**src/rtl/sdram_pkg.sv**
```systemverilog
// sdram_pkg: shared request layout and pending-read counter width for the SDRAM request queue
package sdram_pkg;
  localparam int ADDR_W = 32;
  localparam int DATA_W = 32;
  localparam int WE_W = DATA_W / 8;
  localparam int RD_CNT_W = 8;
  typedef struct packed {
    logic [WE_W-1:0] we;
    logic [ADDR_W-1:0] addr;
    logic [DATA_W-1:0] wdata;
  } sdram_req_t;
endpackage

```
**src/rtl/sdram_sync_fifo.sv**
```systemverilog
// sdram_sync_fifo: synchronous FIFO; ports push/din in, pop in, head/full/empty/count out
module sdram_sync_fifo
  import sdram_pkg::*;
#(
  parameter int WIDTH = $bits(sdram_req_t),
  parameter int DEPTH = 8
) (
  input  logic                     clk,
  input  logic                     rst_n,
  input  logic                     push,
  input  logic [WIDTH-1:0]         din,
  input  logic                     pop,
  output logic [WIDTH-1:0]         head,
  output logic                     full,
  output logic                     empty,
  output logic [$clog2(DEPTH):0]   count
);
  localparam int AW = $clog2(DEPTH);
  logic [WIDTH-1:0] mem [DEPTH];
  logic [AW:0] wr_ptr, rd_ptr;
  assign count = wr_ptr - rd_ptr;
  assign full = count == (AW+1)'(DEPTH);
  assign empty = wr_ptr == rd_ptr;
  assign head = mem[rd_ptr[AW-1:0]];
  always_ff @(posedge clk or negedge rst_n)
    if (!rst_n) begin
      wr_ptr <= '0;
      rd_ptr <= '0;
    end else begin
      if (push && !full) wr_ptr <= wr_ptr + 1'b1;
      if (pop && !empty) rd_ptr <= rd_ptr + 1'b1;
    end
  always_ff @(posedge clk)
    if (push && !full) mem[wr_ptr[AW-1:0]] <= din;
endmodule

```
**src/rtl/sdram_req_queue.sv**
```systemverilog
// sdram_req_queue: buffered client front end; queues requests, issues in order, limits reads in flight, returns responses
module sdram_req_queue
  import sdram_pkg::*;
#(
  parameter int ADDR_WIDTH = 32,
  parameter int DATA_WIDTH = 32,
  parameter int WORD_LEN = DATA_WIDTH / 8,
  parameter int DEPTH = 8,
  parameter int MAX_RD = 4
) (
  input  logic                  clk,
  input  logic                  rst_n,
  input  logic                  req_valid,
  output logic                  req_ready,
  input  logic [WORD_LEN-1:0]   req_we,
  input  logic [ADDR_WIDTH-1:0] req_addr,
  input  logic [DATA_WIDTH-1:0] req_wdata,
  output logic                  resp_valid,
  output logic [DATA_WIDTH-1:0] resp_data,
  output logic                  resp_error,
  output logic [WORD_LEN-1:0]   ctrl_wr,
  output logic                  ctrl_rd,
  output logic [ADDR_WIDTH-1:0] ctrl_addr,
  output logic [DATA_WIDTH-1:0] ctrl_wdata,
  input  logic                  ctrl_rdy,
  input  logic                  ctrl_valid,
  input  logic                  ctrl_error,
  input  logic [DATA_WIDTH-1:0] ctrl_rdata,
  output logic [RD_CNT_W-1:0]   rd_pending,
  output logic                  stray_resp
);
  localparam int REQ_W = WORD_LEN + ADDR_WIDTH + DATA_WIDTH;
  logic [REQ_W-1:0] head;
  logic full, empty, elig, head_rd, accept, comp, inc;
  logic [$clog2(DEPTH):0] count;
  logic [WORD_LEN-1:0] h_we;
  logic [ADDR_WIDTH-1:0] h_addr, last_addr;
  logic [DATA_WIDTH-1:0] h_wdata, last_wdata;
  sdram_sync_fifo #(.WIDTH(REQ_W), .DEPTH(DEPTH)) u_fifo (
    .clk(clk), .rst_n(rst_n),
    .push(req_valid & ~full), .din({req_we, req_addr, req_wdata}),
    .pop(accept), .head(head), .full(full), .empty(empty), .count(count)
  );
  assign req_ready = count != ($clog2(DEPTH)+1)'(DEPTH);
  assign h_we = head[REQ_W-1 -: WORD_LEN];
  assign h_addr = head[DATA_WIDTH +: ADDR_WIDTH];
  assign h_wdata = head[DATA_WIDTH-1:0];
  assign head_rd = h_we == '0;
  // a read head at the in-flight limit stalls everything behind it
  assign elig = !empty && (!head_rd || rd_pending < RD_CNT_W'(MAX_RD));
  assign ctrl_wr = elig ? h_we : '0;
  assign ctrl_rd = elig & head_rd;
  assign ctrl_addr = elig ? h_addr : last_addr;
  assign ctrl_wdata = elig ? h_wdata : last_wdata;
  assign accept = ctrl_rdy & (ctrl_rd | (|ctrl_wr));
  assign inc = accept & ctrl_rd;
  assign comp = (ctrl_valid | ctrl_error) && rd_pending != '0;
  always_ff @(posedge clk or negedge rst_n)
    if (!rst_n) begin
      rd_pending <= '0;
      resp_valid <= 1'b0;
      resp_data <= '0;
      resp_error <= 1'b0;
      stray_resp <= 1'b0;
      last_addr <= '0;
      last_wdata <= '0;
    end else begin
      if (inc && !comp && rd_pending != '1) rd_pending <= rd_pending + 1'b1;
      else if (comp && !inc) rd_pending <= rd_pending - 1'b1;
      resp_valid <= comp;
      resp_data <= (comp && ctrl_valid) ? ctrl_rdata : '0;
      resp_error <= comp && ctrl_error;
      if ((ctrl_valid || ctrl_error) && rd_pending == '0) stray_resp <= 1'b1;
      if (elig) begin
        last_addr <= h_addr;
        last_wdata <= h_wdata;
      end
    end
endmodule

```
**config.mk**
```make
export PLATFORM = sky130hd
export DESIGN_NAME = sdram_req_queue
export DESIGN_NICKNAME = d
export VERILOG_FILES = /design/src/rtl/sdram_pkg.sv /design/src/rtl/sdram_sync_fifo.sv /design/src/rtl/sdram_req_queue.sv
export SDC_FILE = /design/constraint.sdc
export NUM_CORES = 1
export LEC_CHECK = 0
export ABC_CLOCK_PERIOD_IN_PS = 13000
export CAP_MARGIN = 25
export CORE_MARGIN = 8
export CORE_UTILIZATION = 60
export DETAILED_ROUTE_END_ITERATION = 16
export DONT_BUFFER_PORTS = 1
export HOLD_SLACK_MARGIN = 0.08
export PLACE_DENSITY = 0.76
export SLEW_MARGIN = 20
export SYNTH_ARGS = -nofsm -noshare
export SYNTH_HDL_FRONTEND = slang
export SYNTH_SLANG_ARGS = --single-unit
```
**constraint.sdc**
```tcl
create_clock -name clk -period 13 [get_ports clk]
set_clock_uncertainty 0.05 [all_clocks]
set_input_delay 1.3 -clock clk [delete_from_list [all_inputs] [get_ports clk]]
set_output_delay 1.3 -clock clk [all_outputs]
set_load 0.005 [all_outputs]
```
==> metrics.sh <==
CLK_PIN_SLEW_WORST_PATHS_PS=60
TRITONCTS_CLOCK_TREE='done'
ENDPOINTS_FAILING_SETUP=0
POWER_LEAKAGE_nW=9.42
DR_TOTAL_VIAS=11289
MAXIMUM_COUNT_OF_CLOCK_BUFFERS_ALONG_A_SINGLE_PATH=3
MAX_FREQ_MHz=158
FINALWORSTPATHREQUIREDPERIOD_PS=6320
GR-TOTAL-OVERFLOW=0
FIN_UTIL=0.678
FLOORPLAN.DIE.WIDTH_MICRONS=219
CAP_VIOLATIONS=0
NFILLCELLS=2498
DIE_HEIGHT_MICRONS=219
WIRE_LENGTH_OF_THE_FIRST_GLOBAL_ROUTING_PASS_MM=73.4
LAYOUT.CELL_AREA.NON_FILLER_SQ_UM=27700
POSTLAYOUTSETUPSLACKWORST_PS=6680
YOSYS.CELL_TYPES.COUNT=44
SYN-MEAN-INSTANCE-AREA_SQ_UM=20.5
RSZ0062_AT_GRT='no'
SYNTH.YOSYS.WARNINGS=0
SLEW-LIMIT-HEADROOM=0.322
FIRST_ITER_VIOLATIONS=957
SYNTH_ENABLE_FLOP_CELLS=544
POWER_DENSITY_nW_PER_UM2=238
SYNTH_ASYNC_SR_FLOP_SHARE=0.175
PLACE_AREA_SQ_UM=25500
SYNTH.NET_COUNT=1329
CRIT_PATH_START_KIND='register'
CP_DATA_ARRIVAL_TIME_PS=4970
NUMBER_OF_PLACED_I_O_PINS=219
MAXIMUM_NUMBER_OF_PINS_ON_ONE_NET_BEFORE_GLOBAL_ROUTE_REPAIR=116
CRITPATHREQUIREDTIME_PS=11650
FINAL-INSTANCE-COUNT-EXCL-FILL=1828
NUMCTSBUFFERS=67
POSTCTSSETUPBUFFERS=0
FINAL_NET_COUNT=1358
STATUS='completed'
SLEW_VIOLATIONS=0
TOP_FLIP_FLOP_CELL_BY_INSTANCE_COUNT_AFTER_SYNTHESIS='sky130_fd_sc_hd__edfxtp_1'
CRITICAL_PATH_PEAK_FANOUT=93
CTS-HTREE-LEVELS=3
AREA_GROWTH_SYN_TO_LAYOUT_PCT=11.4
FINAL_MIN_PERIOD_OVER_CLOCK_PERIOD=0.486
FRACTION_OF_FINAL_LAYOUT_CELLS_WITH_DRIVE_STRENGTH_GREATER_THAN_1=0.207
SUM_OF_NET_HALF_PERIMETERS_AFTER_DETAILED_PLACEMENT_MM=27.6
ROUTED_VIA_DENSITY=6.18
FP.COREAREA_SQ_UM=40800
PORT_BUF_INSERTS=0
ROUTE.FINAL.WIRE_LENGTH_MM=48.7
DRT_PASS_1_ITERS=7
PLACE.GP.CONGESTION=0.773
POST_SYNTH_INSTANCE_AREA_SQ_UM=24800
FIRST_GLOBAL_VIAS=12025
CLK_LATENCY_PS=590
CRITPATHCAPTURETYPE='output pin'
ANTENNA_LEFT=0
FINAL_HOLD_VIOL_COUNT=0
DETAILEDPLACE.WORSTSLACK_PS=7130
ROW_COUNT=74
ANTENNA_VIOLATIONS_BEFORE_REPAIR=1
GLOBAL_ROUTING_USAGE_SUMMED_ACROSS_ALL_ROUTING_LAYERS=0.204
WORST_SLEW_PIN_SLEW_PS=1020
CTS.HOLD.BUFFERS_ADDED=0
WORST_VDD_DROP_mV=0.178
DRCVIOLATIONCOUNT=0
CLASS_OF_THE_MOST_CRITICAL_HOLD_TIMING_PATH='in2async'
DP_CELLS=1703
WL_PER_CELL_MICRONS=26.6
TIMING.SETUP.CRITICAL_PATH_CLASS='reg2out'
CLOCK_SINKS=659
STARTING_DENSITY_OF_THE_CORE=0.608
POST_SYNTH_INST_COUNT=1211
POST_SYNTHESIS_SEQUENTIAL_AREA_RATIO=0.773
FP.DIEAREA_SQ_UM=48200
CTS_RESIZED=0
SETUP-TNS-FINAL_PS=0
SYNTH.FF_LATCH_COUNT=659
CLOCK_ROOT_BUFFER='sky130_fd_sc_hd__clkbuf_16'
## per-layer routing
metal  GRT usage  vias to the layer above  share of wire
li1            -                     4920              -
met1       0.260                     5878           0.39
met2       0.337                      416           0.50
met3      0.0669                       75          0.087
met4      0.0587                        0          0.022
met5           0                        -              0
## cell type report
class,instances,area (sq um),share of cell area
sequential,659,19200,0.695
multi-input combinational,484,5420,0.196
clock buffer,101,1920,0.0693
tap,532,666,0.0241
clock inverter,23,246,0.00891
timing repair buffer,20,170,0.00615
inverter,8,32.5,0.00118
antenna,1,2.50,0.0000904
## flip-flops by register name, indices dropped and copies added (netlist names)
register / count
last_addr: 32
last_wdata: 32
rd_pending: 8
resp_data: 32
resp_error: 1
resp_valid: 1
stray_resp: 1
u_fifo.mem: 544
u_fifo.rd_ptr: 4
u_fifo.wr_ptr: 4
## cells in the mapped netlist, types with 3 or more instances
cell | count | area share
sky130_fd_sc_hd__mux2_1 | 6 | 0.0027
sky130_fd_sc_hd__buf_2 | 8 | 0.0016
sky130_fd_sc_hd__mux2i_1 | 65 | 0.026
sky130_fd_sc_hd__edfxtp_1 | 544 | 0.66
sky130_fd_sc_hd__o21ai_1 | 65 | 0.013
sky130_fd_sc_hd__nor3b_1 | 3 | 0.00091
sky130_fd_sc_hd__and3_1 | 32 | 0.0081
sky130_fd_sc_hd__dfrtp_1 | 115 | 0.12
sky130_fd_sc_hd__a21oi_1 | 10 | 0.0020
sky130_fd_sc_hd__mux4_2 | 136 | 0.12
sky130_fd_sc_hd__ha_1 | 11 | 0.0055
sky130_fd_sc_hd__nor3_1 | 4 | 0.00081
sky130_fd_sc_hd__xor2_1 | 5 | 0.0018
sky130_fd_sc_hd__nand2_1 | 83 | 0.013
sky130_fd_sc_hd__o21ai_0 | 3 | 0.00060
sky130_fd_sc_hd__clkbuf_1 | 34 | 0.0051
sky130_fd_sc_hd__nand3_1 | 4 | 0.00081
sky130_fd_sc_hd__xnor2_1 | 10 | 0.0035
sky130_fd_sc_hd__nor4_1 | 5 | 0.0013
sky130_fd_sc_hd__or4_1 | 4 | 0.0012
sky130_fd_sc_hd__nor2_1 | 11 | 0.0017
sky130_fd_sc_hd__inv_1 | 6 | 0.00091
sky130_fd_sc_hd__and2_1 | 3 | 0.00076
sky130_fd_sc_hd__buf_1 | 18 | 0.0027
## worst max-delay path, cell delays in order, from the launching register on
cell and delay (ps):
sky130_fd_sc_hd__dfrtp_4 990, sky130_fd_sc_hd__buf_4 860, sky130_fd_sc_hd__ha_1 290, sky130_fd_sc_hd__nand3_1 70, sky130_fd_sc_hd__nor2_1 400, sky130_fd_sc_hd__a31oi_1 190, sky130_fd_sc_hd__nand2_4 380, sky130_fd_sc_hd__buf_4 720
sky130_fd_sc_hd__nand2_1 130, sky130_fd_sc_hd__o21ai_1 180
## cells in the final DEF, fill, tap and decap left out, types with 4 or more instances in the layout
cell | synthesis | routed
sky130_fd_sc_hd__clkinv_2 | 0 | 9
sky130_fd_sc_hd__mux4_2 | 136 | 136
sky130_fd_sc_hd__edfxtp_1 | 544 | 544
sky130_fd_sc_hd__nand3_1 | 4 | 4
sky130_fd_sc_hd__nor2_1 | 11 | 9
sky130_fd_sc_hd__mux2i_1 | 65 | 65
sky130_fd_sc_hd__mux2_1 | 6 | 6
sky130_fd_sc_hd__clkbuf_1 | 34 | 26
sky130_fd_sc_hd__a21oi_1 | 10 | 10
sky130_fd_sc_hd__xor2_1 | 5 | 5
sky130_fd_sc_hd__buf_4 | 0 | 19
sky130_fd_sc_hd__bufinv_16 | 0 | 4
sky130_fd_sc_hd__nor3_2 | 0 | 4
sky130_fd_sc_hd__and3_1 | 32 | 32
sky130_fd_sc_hd__or4_1 | 4 | 4
sky130_fd_sc_hd__clkbuf_16 | 0 | 70
sky130_fd_sc_hd__clkbuf_8 | 0 | 5
sky130_fd_sc_hd__nor4_1 | 5 | 5
sky130_fd_sc_hd__xnor2_1 | 10 | 10
sky130_fd_sc_hd__o21ai_1 | 65 | 65
sky130_fd_sc_hd__clkinv_1 | 0 | 5
sky130_fd_sc_hd__ha_1 | 11 | 11
sky130_fd_sc_hd__inv_1 | 6 | 5
sky130_fd_sc_hd__dfrtp_1 | 115 | 113
sky130_fd_sc_hd__nand2_1 | 83 | 82
## power by group
group | switching, mW | internal (mW) | total [mW]
clock | 0.764 | 1.11 | 1.87
sequential | 0.200 | 2.75 | 2.95
combinational | 1.03 | 0.748 | 1.78
## logic make-up (layout without fill, tap and decap cells)
group                      after synthesis  in the layout  share of synthesized area
DFF                                    659            659                      0.773
buffers and inverters                   68            152                     0.0107
and+or+nand+nor                        157            157                     0.0308
muxes                                  209            209                      0.153
AOI/OAI and AO/OA                       90             90                     0.0197
other                                    0              1                          0
adders and majority gates               12             12                    0.00635
xor gates and xnor gates                16             16                    0.00594
## final timing paths
kind	depth (start not counted)	to	start	slack, ps
setup / recovery	9	ctrl_addr[2]	u_fifo.rd_ptr[0]	6680
hold / removal	0	last_wdata[5]	rst_n	360
setup reg to reg	9	u_fifo.mem[6][52]	u_fifo.rd_ptr[0]	7470
hold reg to reg	1	u_fifo.rd_ptr[3]	u_fifo.rd_ptr[3]	450
max in group asynchronous	0	last_wdata[28]	rst_n	12410
min in group clk	1	u_fifo.rd_ptr[3]	u_fifo.rd_ptr[3]	450
## per-stage QoR
stage / total power [mW] / hold slack (ps)
global placement: 4.76 / 439
global route: 6.93 / 322
CTS: 6.70 / 323
floorplan: 4.33 / 410
detailed placement: 4.82 / 433
finish: 6.60 / 361
Power figures use the tool's default switching activity.
